**src/rtl/tcp_pkg.sv**
```systemverilog
// Shared types for the TCP transmit path.
//
// Holds the flow-state, four-tuple, header, payload-descriptor and
// scheduler-command layouts, plus the segment-calculation bundle passed
// from the CALC stage to the OUT stage of tcp_tx_seg_builder.

`ifndef IP_ADDR_W
`define IP_ADDR_W 32
`endif

package tcp_pkg;

    localparam int FLOWID_W         = 6;
    localparam int TX_PAYLOAD_PTR_W = 15;
    // The TX buffer pointer carries one extra wrap bit.
    localparam int PTR_W            = TX_PAYLOAD_PTR_W + 1;
    localparam int LEN_W            = 16;
    localparam int IP_ADDR_W        = `IP_ADDR_W;

    localparam int unsigned MSS_DEFAULT = 1460;

    localparam logic [7:0] TCP_FLAG_ACK  = 8'h10;
    localparam logic [7:0] TCP_FLAG_PSH  = 8'h08;
    // A header with no options is five 32-bit words.
    localparam logic [3:0] TCP_HDR_WORDS = 4'd5;

    typedef enum logic [1:0] {
        SCHED_NOP   = 2'd0,
        SCHED_SET   = 2'd1,
        SCHED_CLEAR = 2'd2
    } sched_op_e;

    typedef enum logic [1:0] {
        ST_IDLE,
        ST_RD_REQ,
        ST_CALC,
        ST_OUT
    } seg_state_e;

    typedef struct packed {
        logic [31:0] ack_num;
    } ack_state_struct;

    typedef struct packed {
        logic [31:0] our_seq_num;
    } smol_tx_state_struct;

    typedef struct packed {
        ack_state_struct our_ack_state;
        logic [31:0]     their_ack_num;
        logic [15:0]     our_win_size;
        logic [15:0]     their_win_size;
    } smol_rx_state_struct;

    typedef struct packed {
        logic [IP_ADDR_W-1:0] host_ip;
        logic [IP_ADDR_W-1:0] dest_ip;
        logic [15:0]          host_port;
        logic [15:0]          dest_port;
    } four_tuple_struct;

    typedef struct packed {
        logic [15:0] src_port;
        logic [15:0] dst_port;
        logic [31:0] seq_num;
        logic [31:0] ack_num;
        logic [3:0]  data_offset;
        logic [3:0]  reserved;
        logic [7:0]  flags;
        logic [15:0] win_size;
        logic [15:0] chksum;
        logic [15:0] urg_ptr;
    } tcp_pkt_hdr;

    typedef struct packed {
        logic [PTR_W-1:0] payload_addr;
        logic [LEN_W-1:0] payload_len;
    } payload_buf_struct;

    typedef struct packed {
        logic [FLOWID_W-1:0] flowid;
        sched_op_e           rt_pend;
        sched_op_e           ack_pend;
        sched_op_e           data_pend;
    } sched_cmd_struct;

    typedef struct packed {
        logic [31:0]      seq;
        logic [LEN_W-1:0] len;
        logic [PTR_W-1:0] avail;
    } seg_calc_struct;

    // Returns whichever of cur/cand lies further forward in 32-bit
    // sequence space, so a retransmit never pulls the send pointer back.
    function automatic logic [31:0] seq_max_fwd(input logic [31:0] cur,
                                                input logic [31:0] cand);
        logic signed [31:0] diff;
        diff = cand - cur;
        return (diff > 0) ? cand : cur;
    endfunction

endpackage

```
**src/rtl/tcp_hdr_assembler.sv**
```systemverilog
// Packs the per-segment fields into a TCP header with no options.
//
// Ports:
//   src_port, dst_port  - flow ports
//   seq_num, ack_num    - sequence / acknowledgement numbers
//   flags               - TCP flag byte
//   win_size            - advertised receive window
//   hdr                 - assembled header (checksum left to a later stage)

module tcp_hdr_assembler
    import tcp_pkg::*;
(
    input  logic [15:0] src_port,
    input  logic [15:0] dst_port,
    input  logic [31:0] seq_num,
    input  logic [31:0] ack_num,
    input  logic [7:0]  flags,
    input  logic [15:0] win_size,
    output tcp_pkt_hdr  hdr
);

    always_comb begin
        hdr             = '0;
        hdr.src_port    = src_port;
        hdr.dst_port    = dst_port;
        hdr.seq_num     = seq_num;
        hdr.ack_num     = ack_num;
        hdr.data_offset = TCP_HDR_WORDS;
        hdr.flags       = flags;
        hdr.win_size    = win_size;
    end

endmodule

```
**src/rtl/tcp_tx_len_calc.sv**
```systemverilog
// Combinational payload-length computation for one segment.
//
// Ports:
//   seq        - first sequence number to send
//   ackd       - highest sequence number acknowledged by the peer
//   tail       - TX buffer tail pointer (with wrap bit)
//   their_win  - peer's advertised window
//   len        - bytes to put in this segment: min(avail, usable, MSS)
//   avail      - bytes queued in the TX buffer from seq up to tail

module tcp_tx_len_calc
    import tcp_pkg::*;
#(
    parameter int unsigned MSS = MSS_DEFAULT
) (
    input  logic [31:0]      seq,
    input  logic [31:0]      ackd,
    input  logic [PTR_W-1:0] tail,
    input  logic [15:0]      their_win,
    output logic [LEN_W-1:0] len,
    output logic [PTR_W-1:0] avail
);

    logic [31:0] inflight;
    logic [31:0] win_ext;
    logic [31:0] usable;
    logic [31:0] avail_ext;
    logic [31:0] min_au;
    logic [31:0] len_ext;

    always_comb begin
        inflight  = seq - ackd;
        win_ext   = {16'd0, their_win};
        usable    = (win_ext > inflight) ? (win_ext - inflight) : 32'd0;
        // Pointer subtraction wraps over the pointer width, so a tail that
        // is numerically below seq still yields the right byte count.
        avail     = tail - seq[PTR_W-1:0];
        avail_ext = 32'(avail);
        min_au    = (avail_ext < usable) ? avail_ext : usable;
        len_ext   = (min_au < 32'(MSS)) ? min_au : 32'(MSS);
        len       = LEN_W'(len_ext);
    end

endmodule

```
**src/rtl/tcp_tx_seg_builder.sv**
```systemverilog
// Transmit-side segment builder.
//
// Accepts one service command at a time from the scheduler, reads the
// flow's TX state, RX state, TX tail pointer and four-tuple, computes the
// segment (seq, len, window), and emits one header + payload descriptor.
// On the segment handshake it writes back the advanced our_seq_num and
// sends the scheduler an update clearing the serviced pend bits.
//
// Ports:
//   clk, rst                  - clock, asynchronous active-low reset
//   sched_tx_*                - service command (val/rdy, flowid, rt, ack)
//   *_rd_req_addr / *_rd_resp - 1-cycle synchronous state memory reads
//   tx_state_wr_req_*         - our_seq_num writeback (single-cycle pulse)
//   seg_out_*                 - outbound header + payload descriptor
//   sched_update_*            - pend-bit update to the scheduler

module tcp_tx_seg_builder
    import tcp_pkg::*;
#(
    parameter int unsigned MSS = MSS_DEFAULT
) (
    input  logic                     clk,
    input  logic                     rst,

    input  logic                     sched_tx_val,
    output logic                     sched_tx_rdy,
    input  logic [FLOWID_W-1:0]      sched_tx_flowid,
    input  logic                     sched_tx_rt,
    input  logic                     sched_tx_ack,

    output logic [FLOWID_W-1:0]      tx_state_rd_req_addr,
    input  smol_tx_state_struct      tx_state_rd_resp_data,
    output logic [FLOWID_W-1:0]      rx_state_rd_req_addr,
    input  smol_rx_state_struct      rx_state_rd_resp_data,
    output logic [FLOWID_W-1:0]      tx_tail_ptr_rd_req_addr,
    input  logic [PTR_W-1:0]         tx_tail_ptr_rd_resp_data,
    output logic [FLOWID_W-1:0]      flow_tuple_rd_req_addr,
    input  four_tuple_struct         flow_tuple_rd_resp_data,

    output logic                     tx_state_wr_req_val,
    output logic [FLOWID_W-1:0]      tx_state_wr_req_addr,
    output smol_tx_state_struct      tx_state_wr_req_data,

    output logic                     seg_out_val,
    input  logic                     seg_out_rdy,
    output tcp_pkt_hdr               seg_out_hdr,
    output logic [FLOWID_W-1:0]      seg_out_flowid,
    output logic [`IP_ADDR_W-1:0]    seg_out_src_ip,
    output logic [`IP_ADDR_W-1:0]    seg_out_dst_ip,
    output payload_buf_struct        seg_out_payload,

    output logic                     sched_update_val,
    output sched_cmd_struct          sched_update_cmd
);

    seg_state_e          state_q, state_d;

    logic [FLOWID_W-1:0] flowid_q;
    logic                rt_q;
    logic                ack_q;
    seg_calc_struct      calc_q;
    logic [31:0]         their_ack_q;
    logic [15:0]         our_win_q;
    four_tuple_struct    tuple_q;
    logic [31:0]         tx_seq_q;
    logic                skip_pulse_q;

    logic                cmd_accept;
    logic                skip;
    logic                seg_fire;

    logic [31:0]         calc_seq;
    logic [LEN_W-1:0]    calc_len;
    logic [PTR_W-1:0]    calc_avail;
    logic [7:0]          hdr_flags;
    tcp_pkt_hdr          hdr;
    logic [31:0]         next_seq;

    // ------------------------------------------------------------------
    // Segment computation (valid while in CALC: the read responses for
    // flowid_q arrive one cycle after the address is presented in RD_REQ)
    // ------------------------------------------------------------------
    assign calc_seq = rt_q ? rx_state_rd_resp_data.our_ack_state.ack_num
                           : tx_state_rd_resp_data.our_seq_num;

    tcp_tx_len_calc #(
        .MSS (MSS)
    ) u_len_calc (
        .seq       (calc_seq),
        .ackd      (rx_state_rd_resp_data.our_ack_state.ack_num),
        .tail      (tx_tail_ptr_rd_resp_data),
        .their_win (rx_state_rd_resp_data.their_win_size),
        .len       (calc_len),
        .avail     (calc_avail)
    );

    // ------------------------------------------------------------------
    // FSM
    // ------------------------------------------------------------------
    // NOTE: state and datapath registers use <= so every flop samples the
    // pre-edge values of its neighbours, regardless of process order.
    always_ff @(posedge clk or negedge rst) begin
        if (!rst) begin
            state_q <= ST_IDLE;
        end else begin
            state_q <= state_d;
        end
    end

    // NOTE: every signal driven here gets a default first, so no path
    // through the case can leave one unassigned and infer a latch.
    always_comb begin
        state_d      = state_q;
        cmd_accept   = 1'b0;
        skip         = 1'b0;
        seg_fire     = 1'b0;
        sched_tx_rdy = 1'b0;
        seg_out_val  = 1'b0;

        case (state_q)
            ST_IDLE: begin
                // rst gates ready so it reads 0 while reset is asserted.
                sched_tx_rdy = rst;
                if (sched_tx_val && rst) begin
                    cmd_accept = 1'b1;
                    state_d    = ST_RD_REQ;
                end
            end
            ST_RD_REQ: begin
                state_d = ST_CALC;
            end
            ST_CALC: begin
                // Nothing to send and no ack owed: drop back to IDLE and
                // only report the service to the scheduler.
                if (calc_len == '0 && !ack_q) begin
                    skip    = 1'b1;
                    state_d = ST_IDLE;
                end else begin
                    state_d = ST_OUT;
                end
            end
            ST_OUT: begin
                seg_out_val = 1'b1;
                if (seg_out_rdy) begin
                    seg_fire = 1'b1;
                    state_d  = ST_IDLE;
                end
            end
            default: begin
                state_d = ST_IDLE;
            end
        endcase
    end

    // ------------------------------------------------------------------
    // Command and segment registers
    // ------------------------------------------------------------------
    always_ff @(posedge clk or negedge rst) begin
        if (!rst) begin
            flowid_q     <= '0;
            rt_q         <= 1'b0;
            ack_q        <= 1'b0;
            calc_q       <= '0;
            their_ack_q  <= '0;
            our_win_q    <= '0;
            tuple_q      <= '0;
            tx_seq_q     <= '0;
            skip_pulse_q <= 1'b0;
        end else begin
            skip_pulse_q <= skip;
            if (cmd_accept) begin
                flowid_q <= sched_tx_flowid;
                rt_q     <= sched_tx_rt;
                ack_q    <= sched_tx_ack;
            end
            if (state_q == ST_CALC) begin
                calc_q.seq   <= calc_seq;
                calc_q.len   <= calc_len;
                calc_q.avail <= calc_avail;
                their_ack_q  <= rx_state_rd_resp_data.their_ack_num;
                our_win_q    <= rx_state_rd_resp_data.our_win_size;
                tuple_q      <= flow_tuple_rd_resp_data;
                tx_seq_q     <= tx_state_rd_resp_data.our_seq_num;
            end
        end
    end

    // ------------------------------------------------------------------
    // Header assembly
    // ------------------------------------------------------------------
    assign hdr_flags = TCP_FLAG_ACK | ((calc_q.len != '0) ? TCP_FLAG_PSH : 8'h00);

    tcp_hdr_assembler u_hdr_asm (
        .src_port (tuple_q.host_port),
        .dst_port (tuple_q.dest_port),
        .seq_num  (calc_q.seq),
        .ack_num  (their_ack_q),
        .flags    (hdr_flags),
        .win_size (our_win_q),
        .hdr      (hdr)
    );

    assign next_seq = seq_max_fwd(tx_seq_q, calc_q.seq + 32'(calc_q.len));

    // ------------------------------------------------------------------
    // Outputs; data fields are held at zero while their valid is low.
    // ------------------------------------------------------------------
    always_comb begin
        tx_state_rd_req_addr    = flowid_q;
        rx_state_rd_req_addr    = flowid_q;
        tx_tail_ptr_rd_req_addr = flowid_q;
        flow_tuple_rd_req_addr  = flowid_q;

        seg_out_hdr     = '0;
        seg_out_flowid  = '0;
        seg_out_src_ip  = '0;
        seg_out_dst_ip  = '0;
        seg_out_payload = '0;
        if (seg_out_val) begin
            seg_out_hdr                  = hdr;
            seg_out_flowid               = flowid_q;
            seg_out_src_ip               = tuple_q.host_ip;
            seg_out_dst_ip               = tuple_q.dest_ip;
            seg_out_payload.payload_addr = calc_q.seq[PTR_W-1:0];
            seg_out_payload.payload_len  = calc_q.len;
        end

        tx_state_wr_req_val  = seg_fire;
        tx_state_wr_req_addr = '0;
        tx_state_wr_req_data = '0;
        if (seg_fire) begin
            tx_state_wr_req_addr             = flowid_q;
            tx_state_wr_req_data.our_seq_num = next_seq;
        end

        sched_update_val = seg_fire | skip_pulse_q;
        sched_update_cmd = '0;
        if (sched_update_val) begin
            sched_update_cmd.flowid = flowid_q;
        end
        if (seg_fire) begin
            sched_update_cmd.ack_pend  = SCHED_CLEAR;
            sched_update_cmd.rt_pend   = rt_q ? SCHED_CLEAR : SCHED_NOP;
            // The buffer is drained only if this segment took every byte.
            sched_update_cmd.data_pend = (32'(calc_q.len) == 32'(calc_q.avail))
                                         ? SCHED_CLEAR : SCHED_NOP;
        end
    end

endmodule

```
**config.mk**
```make
export PLATFORM = sky130hd
export DESIGN_NAME = tcp_tx_seg_builder
export DESIGN_NICKNAME = d
export VERILOG_FILES = /design/src/rtl/tcp_pkg.sv /design/src/rtl/tcp_hdr_assembler.sv /design/src/rtl/tcp_tx_len_calc.sv /design/src/rtl/tcp_tx_seg_builder.sv
export SDC_FILE = /design/constraint.sdc
export NUM_CORES = 1
export LEC_CHECK = 0
export CAP_MARGIN = 20
export CORE_AREA = 2 2 233 235
export CTS_CLUSTER_SIZE = 28
export DETAILED_ROUTE_END_ITERATION = 12
export DIE_AREA = 0 0 235 237
export PLACE_DENSITY = 0.75
export SLEW_MARGIN = 10
export SYNTH_ARGS = -nofsm -noshare
export SYNTH_HDL_FRONTEND = slang
export SYNTH_SLANG_ARGS = --single-unit
```
**constraint.sdc**
```tcl
create_clock -name clk -period 11.45 [get_ports clk]
set_input_delay 3.435 -clock clk [delete_from_list [all_inputs] [get_ports clk]]
set_output_delay 3.435 -clock clk [all_outputs]
set_load 0.01 [all_outputs]
```
==> results.txt <==
The flow ran to the end, and the final reports show no timing, DRC or antenna violations. The CTS buffer count came out at 30. For the final database, setup skew stands at ~0.0086 ns. The die height is around 240 microns. Port buffering added approximately 540 buffers. The clock sink total is between 200 and 300. The clock root buffer is sky130_fd_sc_hd__clkbuf_16. For the pin with the worst max-slew slack, the measured transition is ~0.98 ns.

The post-detailed-route DRC marker count is 0. The buffer levels on the longest clock path came out at 3. The worst setup path is captured at an output pin. Of the post-synthesis cell area, the dominant cell type holds between 30% and 40%.

The combined global-route utilization of all metal layers came out at between 20% and 30%. The clock latency on the worst-skew pair came out at slightly below 0.6 ns. The max-cap check violation count is 0. The final route contains about 21000 vias.

By area the synthesized netlist is led by sky130_fd_sc_hd__dfrtp_1 32%, sky130_fd_sc_hd__nand2_1 12%, sky130_fd_sc_hd__ha_1 7.8%. The number of warnings reported in the yosys synthesis log came out at 0. The effective utilization at floorplan came out at between 30% and 40%.

The critical path is of the flip-flop to output pin type. STA classifies the critical path startpoint as a flip-flop. The number of nets in the finished design is ~3500.

Yosys instantiated no cell more often than sky130_fd_sc_hd__nand2_1. CTS built an H-tree with a depth of 1. The worst setup slack for register-to-register paths is ~2.8 ns. The area of the die came out at between 50000 and 60000 sq um. After Yosys synthesis, XOR and XNOR cells account for 4.75% of the synthesized area. The hold path startpoint is tuple_q[14]. In this run the critical register-to-register path is captured at calc_q[16].

After clock tree synthesis, the clock-pin slew on the worst setup and hold paths is around 0.060 ns. The per-instance average area after synthesis came out at approximately 7.7 sq um. The placeable core area came out at about 53000 sq um.

The initial antenna violation count is 8. The arithmetic-cell share of the synthesized area counting full adders, half adders and majority gates is approximately 8.3%. For this run, the slowest stage of the critical path takes between 0.4 and 0.5 ns. In the routed layout, each cell is associated on average with a via count of ~5.4. The worst hold path cell count is 2. Yosys mapped a number of flops with a built-in enable equal to 0.

The number of standard-cell rows in the floorplan came out at 85. Counting distinct cell types in the post-synthesis netlist gives 91. Summing internal, switching and leakage power gives about 9 mW. The minimum clock period came out at between 10 and 15 ns. Setup repair after global routing could not meet its margin everywhere. The maximum ir drop on the vdd rail came out at about 260 uV. The post-route netlist has a little over a tenth of its cells at a drive strength greater than 1. The peak clock frequency supported by timing came out at 88.6 MHz. The boundary pin count is roughly 590. The number of cells on the worst reg-to-reg path is 36.

The setup violation total in the final timing report is 0. The synthesized netlist devotes around 15% of its cell area to compound gates. The first routing iteration left between 1500 and 2000 violations. The combined area of all synthesized cells came out at 19900 sq um. The detailed-route wire length came out at approximately 83000 microns. In this run the critical register-to-register path is launched from rt_q. The multiplexer area fraction after synthesis came out at ~2.6%. The final instance count without filler cells is 3849. From synthesis to final layout, the design area changed by 38.8%.

The chip width came out at 235 microns. The static power due to leakage is between 10 and 15 nW. Dividing the final minimum period by the clock period gives a little over nine tenths. The worst hold path terminates at tuple_q[14]. The congestion estimate from routability-driven global placement came to 0.996. The data arrival time of the worst path is a little under 8 ns. In the final routed layout, each cell accounts on average for between 20 and 25 microns. TritonCTS built the clock tree. The instance count of the mapped netlist came out at 2587. After Yosys synthesis, and, or, nand and nor cells account for between 20 and 30% of the synthesized area. Counting tap cells, the placed design contains a total of between 3000 and 4000 instances. The number of routed nets with antenna violations is 0. The data required time at the worst endpoint came out at between 8 and 9 ns. By area, the combinational part of the netlist is dominated by simple AND/OR/NAND/NOR gates. Among all flip-flop cells after synthesis, the most frequent one is sky130_fd_sc_hd__dfrtp_1.

The power per cell area is around 330 nW/um^2. After synthesis, the most frequently instantiated cells are 656 x sky130_fd_sc_hd__nand2_1, 251 x sky130_fd_sc_hd__dfrtp_1, 216 x sky130_fd_sc_hd__and3_1. The flop and latch count out of synthesis came out at roughly 250. The final core area utilization is 51.9%.

The slowest cell on the critical path is sky130_fd_sc_hd__a2111o_1. Detailed placement finished with a half-perimeter wire length of 64100 microns. The final global-route overflow total came out at 0. The final hold violation count came out at 0. The largest total area in the synthesized netlist belongs to sky130_fd_sc_hd__dfrtp_1. The type of the tightest min-delay check is flip-flop to flip-flop.

The share of flip-flops with an asynchronous set or reset after synthesis is between 90% and 100%. Before antenna repair, the detailed router went through 7 iterations. The headroom to the max-slew limit came out at between 30% and 40%. Summing the sequential cell areas from Yosys gives 31.5% of the chip area. The maximum number of pins on one net before global-route repair is between 150 and 200. The number of global-route vias before repair is 19300. The worst hold slack across all endpoints came out at 0.467 ns. The first global-routing pass estimated between 100000 and 150000 microns of wire. The top fanout value on the critical path is 10. The number of pins with negative max-slew slack in the final report came to 0.
## area by class of cell
| cell class | instances | area, sq um |
|---|---|---|
| well taps | 696 | 871 |
| diodes | 4 | 10.0 |
| fillers | 5054 | 25600 |
| clock inverters | 14 | 219 |
| flip-flops and latches | 251 | 6290 |
| repair buffers | 680 | 6450 |
| multi-input cells | 2027 | 12400 |
| clock buffers | 42 | 866 |
| inverters | 135 | 507 |
## power breakdown
part	internal, mW	leakage, nW	switching, mW	total [mW]
clock network	0.623	0.529	0.417	1.04
registers	1.33	3.08	0.413	1.74
logic	2.63	9.83	3.75	6.38
total	4.58	13.4	4.58	9.16
## worst max path at each step
stage                         startpoint                  endpoint  slack [ns]  depth (start not counted)
2_1_floorplan  rx_state_rd_resp_data[65]              skip_pulse_q        0.20                         39
3_3_place_gp                  calc_q[16]  tx_state_wr_req_data[24]       -0.02                         35
3_5_place_dp   rx_state_rd_resp_data[65]                state_q[0]       -0.23                         38
4_1_cts                       calc_q[16]  tx_state_wr_req_data[24]       -0.05                         35
5_1_grt                       calc_q[16]  tx_state_wr_req_data[19]       -0.15                         36
6_report                      calc_q[16]   tx_state_wr_req_data[2]        0.17                         35
## worst max-delay path, delay by kind of cell (launching register included)
kind	cells	cell delay [ns]
AOI/OAI and AO/OA	13	2.70
and+or+nand+nor	13	2.26
adders and majority gates	3	0.95
buffers and inverters	5	0.80
DFF	1	0.45
xor gates and xnor gates	1	0.10
## logic make-up after synthesis
logic type,count (synthesis)
adder cells (fa/ha/maj),129
AO/OA/AOI/OAI,459
flip-flops,251
other,1
AND/OR/NAND/NOR,1238
buffers and inverters,355
XOR/XNOR,105
multiplexers,49
## stage by stage
step / setup WS, ns / cell area [sq um] / setup TNS [ns]
CTS: -0.0458 / 27500 / -0.0876
detailed placement: -0.234 / 26200 / -1.50
global route: -0.145 / 27700 / -2.73
floorplan: 0.202 / 20100 / 0
global placement: -0.0155 / 26200 / -0.0155
finish: 0.166 / 27700 / 0
## layout by cell type, fill, tap and decap left out, drive strengths merged, types with 60 or more instances in the layout
cell and instances:
nand2 656, clkdlybuf4s50 511, dfrtp 251, and3 216
buf 149, inv 138, o21ai 136, a21oi 136
ha 124, nor2 77, nor3 69, clkbuf 60
## per-layer routing
layer	wire, microns	vias to the layer above	track usage (%)
li1	-	9839	-
met1	35700	10000	38.7
met2	37700	962	44.5
met5	31	-	0
met4	3170	6	10.3
met3	6590	150	4.78
## what timing repair did
item                       CTS  global route
pin swaps                   11            42
hold buffers                 0             0
gates resized for setup     28           122
setup buffers                8             7
gates cloned                 1             2
setup endpoints to repair   32            43
## registers in the layout, summed over array words and instances (netlist names)
register / cells
flow_tuple_rd_req_addr: 6
ack_q: 1
tx_seq_q: 32
state_q: 2
their_ack_q: 32
our_win_q: 16
skip_pulse_q: 1
tuple_q: 96
calc_q: 64
rt_q: 1
(Power assumes the default switching activity.)
